`src/rtl/decode_skid_buffer.sv`:
```
// decode_skid_buffer
//   Two-entry skid buffer between the decoder and the rename stage. The
//   decoder-facing ready is a function of registered state only, so no
//   combinational ready path crosses the stage. Rename back-pressure is
//   absorbed by a skid entry, and a flush discards everything held.
//
// Ports:
//   clk, rst_n      clock, asynchronous active-low reset
//   i_flush         discard held and incoming micro-ops this cycle
//   i_valid/o_ready decoder-side handshake, i_uop payload
//   o_valid/i_ready rename-side handshake, o_uop head payload
//   o_count         entries held (0..2)
//   o_stall_cycles  saturating count of cycles the head was blocked by rename
module decode_skid_buffer #(
  parameter int XLEN  = 32,
  parameter int UOP_W = 2*XLEN+23,
  parameter int CNT_W = 16
) (
  input  logic             clk,
  input  logic             rst_n,
  input  logic             i_flush,
  input  logic             i_valid,
  output logic             o_ready,
  input  logic [UOP_W-1:0] i_uop,
  output logic             o_valid,
  input  logic             i_ready,
  output logic [UOP_W-1:0] o_uop,
  output logic [1:0]       o_count,
  output logic [CNT_W-1:0] o_stall_cycles
);

  typedef enum logic [1:0] {
    EMPTY = 2'd0,
    BUSY  = 2'd1,
    FULL  = 2'd2
  } state_t;

  state_t           state, state_nxt;
  logic [UOP_W-1:0] main_q, main_nxt;
  logic [UOP_W-1:0] skid_q, skid_nxt;
  logic [CNT_W-1:0] stall_q;
  logic             in_fire, out_fire;

  // Handshake outputs look only at state, flush and reset.
  assign o_valid  = (state != EMPTY) & ~i_flush;
  assign o_ready  = (state != FULL) & ~i_flush & rst_n;
  assign in_fire  = i_valid & o_ready;
  assign out_fire = o_valid & i_ready;

  assign o_uop          = main_q;
  assign o_count        = state;
  assign o_stall_cycles = stall_q;

  always_comb begin
    state_nxt = state;
    main_nxt  = main_q;
    skid_nxt  = skid_q;
    if (i_flush) begin
      state_nxt = EMPTY;
      main_nxt  = '0;
      skid_nxt  = '0;
    end else begin
      case (state)
        EMPTY: begin
          if (in_fire) begin
            state_nxt = BUSY;
            main_nxt  = i_uop;
          end
        end
        BUSY: begin
          if (in_fire && !out_fire) begin
            state_nxt = FULL;
            skid_nxt  = i_uop;
          end else if (out_fire && !in_fire) begin
            state_nxt = EMPTY;
          end else if (in_fire && out_fire) begin
            main_nxt = i_uop;
          end
        end
        FULL: begin
          // o_ready is low here, so only the drain side can fire.
          if (out_fire) begin
            state_nxt = BUSY;
            main_nxt  = skid_q;
          end
        end
        default: begin
          state_nxt = EMPTY;
          main_nxt  = '0;
          skid_nxt  = '0;
        end
      endcase
    end
  end

  always_ff @(posedge clk or negedge rst_n) begin
    if (!rst_n) begin
      state  <= EMPTY;
      main_q <= '0;
      skid_q <= '0;
    end else begin
      state  <= state_nxt;
      main_q <= main_nxt;
      skid_q <= skid_nxt;
    end
  end

  // Stall counter survives flushes; only reset clears it.
  always_ff @(posedge clk or negedge rst_n) begin
    if (!rst_n) begin
      stall_q <= '0;
    end else if ((state != EMPTY) && !i_ready && !i_flush && (stall_q != '1)) begin
      stall_q <= stall_q + CNT_W'(1);
    end
  end

endmodule

```
`config.mk`:
```
export PLATFORM = sky130hd
export DESIGN_NAME = decode_skid_buffer
export DESIGN_NICKNAME = d
export VERILOG_FILES = /design/src/rtl/decode_skid_buffer.sv
export SDC_FILE = /design/constraint.sdc
export NUM_CORES = 1
export LEC_CHECK = 0
export BUFFER_PORTS_ARGS = -buffer_cell sky130_fd_sc_hd__buf_2
export CAP_MARGIN = 0
export CELL_PAD_IN_SITES_DETAIL_PLACEMENT = 0
export CELL_PAD_IN_SITES_GLOBAL_PLACEMENT = 1
export CORE_ASPECT_RATIO = 0.8
export CORE_MARGIN = 3
export CORE_UTILIZATION = 38
export DETAILED_ROUTE_END_ITERATION = 12
export PLACE_DENSITY_LB_ADDON = 0.15
export SLEW_MARGIN = 20
export SYNTH_ARGS = -nofsm -noshare
export SYNTH_HDL_FRONTEND = slang
export SYNTH_SLANG_ARGS = --single-unit
export TNS_END_PERCENT = 20
```
`constraint.sdc`:
```
create_clock -name clk -period 1.77 [get_ports clk]
set_input_delay 0.177 -clock clk [delete_from_list [all_inputs] [get_ports clk]]
set_output_delay 0.177 -clock clk [all_outputs]
set_load 0.01 [all_outputs]
```
## After elaboration in Yosys (flattened, before gate mapping)

Index checks and enable logic that the tools add are counted.

- Bits in registers: 192
- Output and inout bits: 107
- Word-level logic and storage cells: 55

- Reduce and logical (&&, ||, !) cells: 16
- Multiplexer cells: 16
- Bitwise gates (word level): 6
- Add/sub/neg operators: 1
- Equal/unequal tests: 12

Operators by type and width:

| kind | count |
|---|---|
| $mux 87 | 8 |
| $pmux 87 s3 | 1 |
| $pmux 87 s2 | 1 |
| $ne 3x3->1 const B | 6 |
| $add 16x1->16 const B | 1 |
| $ne 16x16->1 const B | 1 |
| $mux 2 | 5 |
| $logic_and 1x1->1 | 6 |
| $pmux 2 s3 | 1 |
| $and 1x1->1 | 5 |
| $reduce_and 5->1 | 1 |
| $logic_not 1->1 | 4 |
| $ne 4x4->1 const B | 1 |
| $reduce_and 3->1 | 1 |
| $eq 2x1->1 const B | 1 |
| $eq 2x2->1 const B | 1 |
| $logic_not 2->1 | 1 |
| $ne 2x1->1 const B | 1 |
| $ne 2x2->1 const B | 1 |
| $reduce_and 2->1 | 1 |
| $reduce_bool 2->1 | 1 |
| $reduce_or 2->1 | 1 |
| $not 1->1 | 1 |

## Depth between registers and ports, before layout

Gate-level depths: netlist of the first run.

- Depth after elaboration: 10
- Depth in mapped cells: 7
- Depth with buffers taken out: 5

## Least setup slack after synthesis of the first run

OpenSTA, ideal clock, no wires.

- Path kind: register to register
- From: reg state[1], in the netlist o_count[1]
- To: reg main_q[0], in the netlist o_uop[0]
- Slack: -0.088 ns
- Arrival time: 1.730 ns
- Stages on the path, launching flop included: 8
- Period minus slack after synthesis: 1.858 ns
- Setup time: 0.127 ns
- Cell sequence: dfrtp_1 nor2b_1 buf_2 nor2b_1 o21bai_2 buf_2 buf_6 mux2_1

- Cells in the longest elaborated chain, start to end: 8
- Elaborated cells on any way between the ends: 23
- Those cells by class: eq/ne: 8; mux: 2; bitwise: 5; reduce/logical: 8

RTL lines:

| what | line | source |
|---|---|---|
| start, declared | 38 | `state_t state, state_nxt;` |
| start signal, assigned | 102 | `state <= state_nxt;` |
| $ne 2x2->1 | 46 | `assign o_ready = (state != FULL) & ~i_flush & rst_n;` |
| $and 1x1->1 (2 in series) | 46 |  |
| $and 1x1->1 | 47 | `assign in_fire = i_valid & o_ready;` |
| $logic_not 1->1 | 74 | `end else if (out_fire && !in_fire) begin` |
| $logic_and 1x1->1 | 74 |  |
| $ne 3x3->1 (no line) | n/a |  |
| $reduce_and 5->1 (no line) | n/a |  |
| end signal, assigned | 103 | `main_q <= main_nxt;` |
| end, declared | 39 | `logic [UOP_W-1:0] main_q, main_nxt;` |

Parallel ways exist; a longest one is shown, timed or not.
A chain may end at the register's enable or synchronous reset.

## Worst setup path after layout of the first run

- From: reg state[1], in the netlist o_count[1]
- To: reg main_q[60], in the netlist o_uop[60]

Same word-level chain as after synthesis.

==> impl_metrics.json, run 1 <==
{
  "grt_antenna_before_repair": 3,
  "slew-limit-headroom_pct": 33.6,
  "cts_buffers": 17,
  "violations": "setup timing",
  "max_stage_delay_ps": 480,
  "critical_path_arrival_ps": 2110,
  "die_h_um": 141,
  "htree_levels": 4,
  "dpl_cell_area_mm2": 0.0101,
  "crit_top_cell": "nor2b_4",
  "cts_tree": "done",
  "clk-insertion-delay-late_ps": 430,
  "synth-seq-area-share_pct": 55.9,
  "track_usage_pct": 19.7,
  "worst_slew_pin_slew_ps": 996,
  "critPathTopFamily": "flip-flops",
  "cts.reportedPaths.clkPinSlew_ps": 70,
  "cp_cell_sequence": "nor2b_4 > nor2b_4 > o21bai_4 > buf_4 > clkbuf_16 > mux2_2",
  "syn_area_mm2": 0.00860,
  "final_core_util_pct": 54.7,
  "layout.cells.non_filler": 1367,
  "remaining_drc_errors": 0,
  "rsz0062_at_grt": "true",
  "final.period_utilization_pct": 101,
  "final-hold-violation-count": 0,
  "die_w_um": 174,
  "period_minus_slack_ps": 1790,
  "area_growth_pct": 39.4,
  "final_common_cell": "buf_2",
  "routed_wl_um": 25600,
  "cp-start-kind": "flop",
  "synth.largest_area_cell": "dfrtp_1",
  "crit_buf_inv": 2,
  "fin_ws_ps": -20.6,
  "vias": 6914,
  "drt_iter0_drc": 553,
  "design.die.area_mm2": 0.0245,
  "cts_root_buf": "clkbuf_16",
  "place.gp.congestion": 0.755,
  "synth_area_leaders": "dfrtp_1 (56%), a22o_1 (8.9%), mux2_2 (7.7%)",
  "viasPerCell": 5.06,
  "dp_hpwl_um": 14100,
  "netlist_instances": 757,
  "drive_gt1_share_pct": 33.3,
  "netlist.area_leader.share_pct": 55.9,
  "worstPathRequired_ps": 2090,
  "critPathSlowestCell": "dfrtp_4",
  "min_path_type": "in -> reg",
  "cp_max_fo": 19,
  "crit_type": "reg -> reg",
  "finish.instance_area_mm2": 0.0120,
  "yosysUniqueCellTypes": 33,
  "power_density_mw_per_mm2": 850,
  "grt_max_degree": 186,
  "wl_per_cell_um": 18.7,
  "grt_pass1_vias": 6994,
  "dr.pass1.iters": 4,
  "cap_violations": 0,
  "start_util_pct": 39.2,
  "portBuffers": 198,
  "irDropWorstVdd_mv": 0.677,
  "synth_edf_count": 0,
  "grt_pass1_wl_um": 39000,
  "postSynth.asyncResetShare_pct": 100,
  "fin_setup_tns_ps": -236,
  "ys_seq_elements": 192,
  "rows": 48,
  "synth_warnings": 0,
  "setup_viol": 40,
  "num_io_pins": 199,
  "maxSlewViolCount": 0,
  "layout_common_cells": "buf_2 (196), dfrtp_1 (191), nor2_1 (93)",
  "syn_avg_cell_area_um2": 11.4,
  "outcome": "finished with violations",
  "clockBufferDepth": 2,
  "fin_worst_skew_ps": 12.2,
  "synthFlopType": "dfrtp_1",
  "syn_nets": 850,
  "end_kind": "flop",
  "nNetsFinal": 1144,
  "power.leakage_nw": 5.99,
  "design.core.area_mm2": 0.0219,
  "overflow": 0,
  "clock.fmax_mhz": 558,
  "clock-sinks": 192,
  "drtAntennaViolNets": 0,
  "dp_cells": 1226
}
synth_stat cells (2+ instances only):
library cell / instances
a22o_1: 87
nor3_1: 7
clkbuf_1: 37
buf_6: 3
mux2_1: 30
nor3b_1: 2
xor2_1: 14
nand3_1: 4
dfrtp_1: 192
mux2_2: 59
nor4_1: 7
nand2_1: 7
buf_1: 3
a21oi_1: 88
nor2b_1: 89
nor2_1: 93
nand4_1: 4
nand2b_1: 2
buf_2: 15
area by class of cell:
class	count	area, um2
Antenna cell	4	10.0
Clock buffer	17	425
Clock inverter	14	148
Fill cell	1945	9930
Multi-Input combinational cell	507	3630
Sequential cell	192	4810
Tap cell	300	375
Timing Repair Buffer	333	2590
routing by layer:
metal	global-route usage (%)	vias up	part of all wire, %
met1	28.9	3461	50
met2	29.7	170	45
li1	-	3266	-
met5	0	-	0
met3	4.36	17	4.8
met4	4.91	0	0.86
cells by family after synthesis:
logic type,share of synthesized area [%]
multiplexers,11.7
adder cells (fa/ha/maj),0.146
buffers and inverters,3.01
XOR/XNOR,1.53
AO/OA/AOI/OAI,14.5
flip-flops,55.9
AND/OR/NAND/NOR,13.3
flip-flops by register name, indices dropped and copies added (netlist names):
name,cells
o_uop,87
o_stall_cycles,16
skid_q,87
o_count,2
stage by stage:
step	setup slack, ps	hold slack [ps]	total power, mW
finish	-20.6	20.8	10.2
global route	-70.1	8.80	10.7
CTS	-21.8	1.46	10.2
detailed placement	14.5	30.1	6.15
global placement	47.0	26.0	6.14
floorplan	-5.43	-119	5.49
where the power goes:
group	leakage, nW	internal, mW	total [mW]	switching [mW]
Sequential	2.58	4.62	4.76	0.144
Combinational	3.14	0.815	1.59	0.778
Clock	0.278	1.99	3.83	1.85
Total	5.99	7.42	10.2	2.77
worst paths after layout:
path | cells past startpoint | slack [ps] | endpoint | from
max in group asynchronous | 3 | 320 | skid_q[24] | rst_n
max | 6 | -20 | o_uop[60] | o_count[1]
max reg2reg | 6 | -20 | o_uop[60] | o_count[1]
min in group asynchronous | 2 | 240 | o_uop[18] | rst_n
min | 2 | 20 | skid_q[83] | i_uop[83]
min reg2reg | 1 | 480 | o_uop[70] | o_uop[70]
timing repair:
action / in CTS / in global routing
buffers inserted: 0 / 10
endpoints found under the hold margin: 89 / 0
hold buffers: 83 / 0
resized for setup: 4 / 23
cloned: 1 / 12
pin swaps: 0 / 18
setup endpoints to repair: 2 / 186
No activity file was read; power rests on OpenSTA's default activity.
==> run 2: changes to the inputs <==
ABC_AREA = 1   (was default)
CORE_UTILIZATION = 36   (was 38)
==> impl_metrics.json, run 2 <==
{
  "fin_worst_skew_ps": 14.3,
  "dp_cells": 1679,
  "post-place-ws_ps": 84.9,
  "htree_levels": 4,
  "die_h_um": 149,
  "maxSlewViolCount": 0,
  "power_density_mw_per_mm2": 1030,
  "wl_per_cell_um": 16.2,
  "syn_nets": 1307,
  "grt_max_degree": 193,
  "dr.pass1.iters": 5,
  "synth_area_leaders": "dfrtp_1 (53%), nand2_1 (24%), nand3_1 (10%)",
  "ys_seq_elements": 192,
  "cp_max_fo": 31,
  "grt_antenna_before_repair": 2,
  "die_w_um": 184,
  "fin_ws_ps": 82.7,
  "drive_gt1_share_pct": 19.0,
  "worstSetupEndpoint": "o_uop[69]",
  "cp.depth": 8,
  "min_path_type": "in -> reg",
  "critical_path_arrival_ps": 2060,
  "critPathLaunch": "o_count[1]",
  "synth_edf_count": 0,
  "design.core.area_mm2": 0.0246,
  "rows": 51,
  "crit_type": "reg -> reg",
  "synth-seq-area-share_pct": 52.5,
  "grt_pass1_wl_um": 47100,
  "synth.most_common_cell": "nand2_1",
  "remaining_drc_errors": 0,
  "viasPerCell": 4.84,
  "cts_tree": "done",
  "cts_buffers": 17,
  "layout.cells.non_filler": 1806,
  "max_stage_delay_ps": 540,
  "clk-insertion-delay-late_ps": 440,
  "routed_wl_um": 29300,
  "clock-sinks": 192,
  "drtAntennaViolNets": 0,
  "cts.reportedPaths.clkPinSlew_ps": 70,
  "start_util_pct": 37.1,
  "num_io_pins": 199,
  "total_power_mw": 12.7,
  "postSynth.asyncResetShare_pct": 100,
  "cp-start-kind": "flop",
  "irDropWorstVdd_mv": 0.603,
  "crit_top_cell": "nand2_1",
  "synthFlopType": "dfrtp_1",
  "cap_violations": 0,
  "period_minus_slack_ps": 1690,
  "cp_cell_sequence": "nand2_1 > nand2_1 > nor2_4 > nand2_1 > nand3_4 > buf_12 > nand3_1 > nand2_1",
  "final_common_cell": "nand2_1",
  "clock.fmax_mhz": 593,
  "final_core_util_pct": 49.8,
  "overflow": 0,
  "netlist_instances": 1214,
  "reg2reg_from": "o_count[1]",
  "syn_area_mm2": 0.00915,
  "clockBufferDepth": 2,
  "drt_iter0_drc": 649,
  "vias": 8741,
  "syn_avg_cell_area_um2": 7.54,
  "reg2reg_depth": 8,
  "design.die.area_mm2": 0.0274,
  "grt_pass1_vias": 8686,
  "layout_common_cells": "nand2_1 (596), buf_2 (196), dfrtp_1 (191), nand3_1 (182), dlygate4sd3_1 (88)",
  "outcome": "finished, final reports clean",
  "power.leakage_nw": 6.67,
  "fillers": 2478,
  "synthTopCellsByCount": "nand2_1 (597), dfrtp_1 (192), nand3_1 (182), a21oi_1 (87), clkbuf_1 (37)",
  "yosysUniqueCellTypes": 23,
  "final.period_utilization_pct": 95.3,
  "slew-limit-headroom_pct": 60.6,
  "synth_warnings": 0,
  "setup_viol": 0,
  "end_kind": "flop",
  "crit_buf_inv": 1,
  "synth.largest_area_cell": "dfrtp_1",
  "rsz0062_at_grt": "true",
  "critPathSlowestCell": "dfrtp_4",
  "cts_root_buf": "clkbuf_16",
  "place.gp.congestion": 0.769,
  "timing.rr.end": "o_uop[69]",
  "worstPathRequired_ps": 2150,
  "track_usage_pct": 21.5,
  "portBuffers": 198,
  "dp_hpwl_um": 17600,
  "final-hold-violation-count": 0,
  "nNetsFinal": 1566,
  "critPathTopFamily": "simple AND/OR/NAND/NOR gates",
  "area_growth_pct": 34.1,
  "r2r_slack_ps": 80,
  "netlist.area_leader.share_pct": 52.5,
  "worst_slew_pin_slew_ps": 592
}
run 2: cell type report:
class                           count  area (um2)  area share [%]
Clock inverter                     11         153            1.24
Clock buffer                       21         460            3.75
Tap cell                          318         398            3.24
Inverter                           21        81.3           0.663
Antenna cell                        2        5.00          0.0408
Sequential cell                   192        4810            39.2
Multi-Input combinational cell    916        3920            32.0
Timing Repair Buffer              325        2440            19.9
run 2: timing repair:
| action | 4_1_cts | 5_1_grt |
|---|---|---|
| gates resized for setup | 0 | 10 |
| hold buffers | 87 | 1 |
| setup buffers | 0 | 2 |
| setup endpoints to repair | 0 | 155 |
| endpoints found under the hold margin | 87 | 85 |
run 2: per-layer routing:
| metal | global-route usage [%] | vias to the layer above | wire length [um] |
|---|---|---|---|
| li1 | - | 4383 | - |
| met1 | 31.0 | 4106 | 14400 |
| met2 | 33.5 | 229 | 13200 |
| met3 | 3.99 | 23 | 1420 |
| met4 | 5.70 | 0 | 299 |
| met5 | 0 | - | 0 |
run 2: cells by family (layout without fill, tap and decap cells):
family                     after synthesis  after routing  share of synthesized area [%]
and+or+nand+nor                        811            811                           36.2
AOI/OAI and AO/OA                       95             95                           5.21
DFF                                    192            192                           52.5
other                                    0              2                              0
xor gates and xnor gates                 9              9                          0.862
buffers and inverters                  106            378                           5.10
adders and majority gates                1              1                          0.137
run 2: worst min-delay path: stages:
cell and delay (ps):
buf_2 70, inv_1 70, nand4_1 120, o21ai_0 90
run 2: power breakdown:
part / leakage [nW] / switching (mW) / internal (mW)
combinational: 3.80 / 2.03 / 1.27
sequential: 2.58 / 0.359 / 4.93
clock: 0.296 / 1.78 / 2.32
total: 6.67 / 4.17 / 8.52
run 2: worst min-delay path by stage:
stage                     startpoint    endpoint  depth (start not counted)
after floorplan                rst_n  o_count[0]                          0
after global placement     i_uop[26]  skid_q[26]                          3
after detailed placement   i_uop[51]  skid_q[51]                          3
after CTS                      rst_n   o_uop[66]                          2
after global routing         i_ready  o_count[1]                          4
final                        i_ready  o_count[1]                          4
run 2: metrics by stage:
step,setup TNS [ps],hold WS (ps),cell area [um2]
global route,-493,163,12300
CTS,0,77.9,12100
finish,0,143,12300
detailed placement,0,400,10600
floorplan,0,-119,9150
global placement,0,395,10600
==> run 3: changes to the inputs <==
CORE_ASPECT_RATIO = default   (was 0.8)
CORE_UTILIZATION = 39   (was 36)
MAX_ROUTING_LAYER = met4   (was default)
clock period = 1.65 ns   (was 1.77 ns; I/O delays follow)
==> impl_metrics.json, run 3 (synthesis gave the netlist of run 2 again) <==
{
  "crit_type": "reg -> reg",
  "grt_antenna_before_repair": 0,
  "critical_path_arrival_ps": 2040,
  "vias": 9079,
  "start_util_pct": 40.0,
  "irDropWorstVdd_mv": 0.698,
  "design.core.area_mm2": 0.0228,
  "critPathTopFamily": "simple AND/OR/NAND/NOR gates",
  "setup_viol": 24,
  "wl_per_cell_um": 16.3,
  "cp.depth": 9,
  "power_switching_mw": 4.70,
  "max_stage_delay_ps": 540,
  "layout.cells.non_filler": 1827,
  "critPathLaunch": "o_count[1]",
  "dpl_cell_area_mm2": 0.0108,
  "drtAntennaViolNets": 0,
  "cts_buffers": 17,
  "remaining_drc_errors": 0,
  "routed_wl_um": 29800,
  "die_w_um": 159,
  "clock.fmax_mhz": 597,
  "portBuffers": 198,
  "fin_worst_skew_ps": 11.5,
  "period_minus_slack_ps": 1670,
  "area_growth_pct": 40.6,
  "final-hold-violation-count": 0,
  "grt_max_degree": 121,
  "clock-sinks": 192,
  "grt_pass1_vias": 8942,
  "clkPwrFrac_pct": 29.4,
  "combPwrFrac_pct": 29.0,
  "reg2reg_from": "o_count[1]",
  "dp_cells": 1689,
  "sw_frac_of_total_pct": 34.4,
  "clk-insertion-delay-late_ps": 440,
  "cts.reportedPaths.clkPinSlew_ps": 70,
  "power.leakage_nw": 6.91,
  "final_common_cell": "nand2_1",
  "grt_pass1_wl_um": 47100,
  "violations": "setup timing",
  "crit_top_cell": "nand2_4",
  "fin_ws_ps": -24.9,
  "final_core_util_pct": 56.3,
  "hp-start": "i_ready",
  "layout_common_cells": "nand2_1 (557), buf_2 (195), dfrtp_1 (190), nand3_1 (172), dlygate4sd3_1 (88)",
  "track_usage_pct": 23.3,
  "maxSlewViolCount": 0,
  "end_kind": "flop",
  "cap_violations": 0,
  "final.period_utilization_pct": 102,
  "min_path_type": "in -> reg",
  "design.die.area_mm2": 0.0253,
  "crit_buf_inv": 2,
  "drive_gt1_share_pct": 24.4,
  "rows": 55,
  "num_io_pins": 199,
  "outcome": "finished with violations",
  "cp_cell_sequence": "nand2_4 > nand2_4 > nor2_4 > nand2_4 > nor2_4 > buf_12 > buf_12 > nand2_1 > nand2_1",
  "min_path_cells": 4,
  "reg2reg_depth": 9,
  "die_h_um": 159,
  "cp_max_fo": 20,
  "power_density_mw_per_mm2": 1060,
  "cts_tree": "done",
  "dp_hpwl_um": 17200,
  "htree_levels": 4,
  "diodes": 0,
  "cp-start-kind": "flop",
  "critPathSlowestCell": "dfrtp_4",
  "power_frac_seq_pct": 41.6,
  "worst_slew_pin_slew_ps": 689,
  "rsz0062_at_grt": "true",
  "post-place-ws_ps": -23.1,
  "clockBufferDepth": 2,
  "finish.instance_area_mm2": 0.0129,
  "drt_iter0_drc": 567,
  "viasPerCell": 4.97,
  "p_int_mw": 8.96,
  "worstPathRequired_ps": 2020,
  "cts_root_buf": "clkbuf_16",
  "nNetsFinal": 1594,
  "slew-limit-headroom_pct": 54.1,
  "place.gp.congestion": 0.760,
  "overflow": 0,
  "dr.pass1.iters": 5
}
[run 3: changes by cell type in the layout (fill, tap and decap cells not counted), moves of 4 or more]
| cell | change |
|---|---|
| nand3_2 | +9 |
| buf_4 | +12 |
| nand3_1 | -10 |
| buf_12 | +5 |
| nand2_2 | +34 |
| clkbuf_16 | +6 |
| nand2_4 | +4 |
| nand2_1 | -39 |
[run 3: final timing paths]
path | endpoint | slack, ps
max | skid_q[70] | -20
min | o_count[1] | 130
max reg2reg | skid_q[70] | -20
min reg2reg | o_uop[20] | 470
max in group asynchronous | o_uop[8] | 280
min in group asynchronous | o_stall_cycles[13] | 420
[run 3: power groups by stage]
stage | registers (mW) | logic (mW) | clock network (mW)
final | 5.68 | 3.96 | 4.01
after global routing | 5.76 | 4.34 | 4.32
after CTS | 5.67 | 3.64 | 4.12
after detailed placement | 5.75 | 3.42 | 0
after global placement | 5.76 | 3.40 | 0
after floorplan | 5.93 | 1.52 | 0
[run 3: layer usage]
layer | global-route usage (%) | part of all wire (%) | vias to the layer above
li1 | - | - | 4450
met1 | 30.4 | 45 | 4326
met2 | 37.8 | 49 | 265
met3 | 3.02 | 4.5 | 38
met4 | 7.64 | 2.0 | 0
met5 | - | 0 | -
[run 3: per-stage QoR]
step | hold slack, ps | power [mW] | TNS (ps)
after floorplan | -131 | 7.45 | 0
after global placement | 351 | 9.16 | 0
after detailed placement | 360 | 9.16 | -138
after CTS | 95.4 | 13.4 | -9.71
after global routing | 123 | 14.4 | -11100
final | 126 | 13.7 | -199
[run 3: repair_timing]
action	CTS	global route
setup endpoints to repair	125	229
buffers inserted	2	5
hold buffers	88	0
gates resized for setup	10	72
hold endpoints to repair	205	0
pin swaps	3	57
gates cloned	1	10
[run 3: worst reg2reg max path, stage by stage, from the launching register on]
cell and delay, ps:
dfrtp_4 540, nand2_4 100, nand2_4 60, nor2_4 170
nand2_4 90, nor2_4 140, buf_12 190, buf_12 190
nand2_1 80, nand2_1 70
[run 3: cell type report]
type / count / area [um2]
Clock buffer: 19 / 443
Sequential cell: 192 / 4810
Tap cell: 313 / 392
Timing Repair inverter: 1 / 7.51
Multi-Input combinational cell: 916 / 4140
Timing Repair Buffer: 352 / 2870
Inverter: 21 / 87.6
Clock inverter: 13 / 116
Fill cell: 2227 / 9980
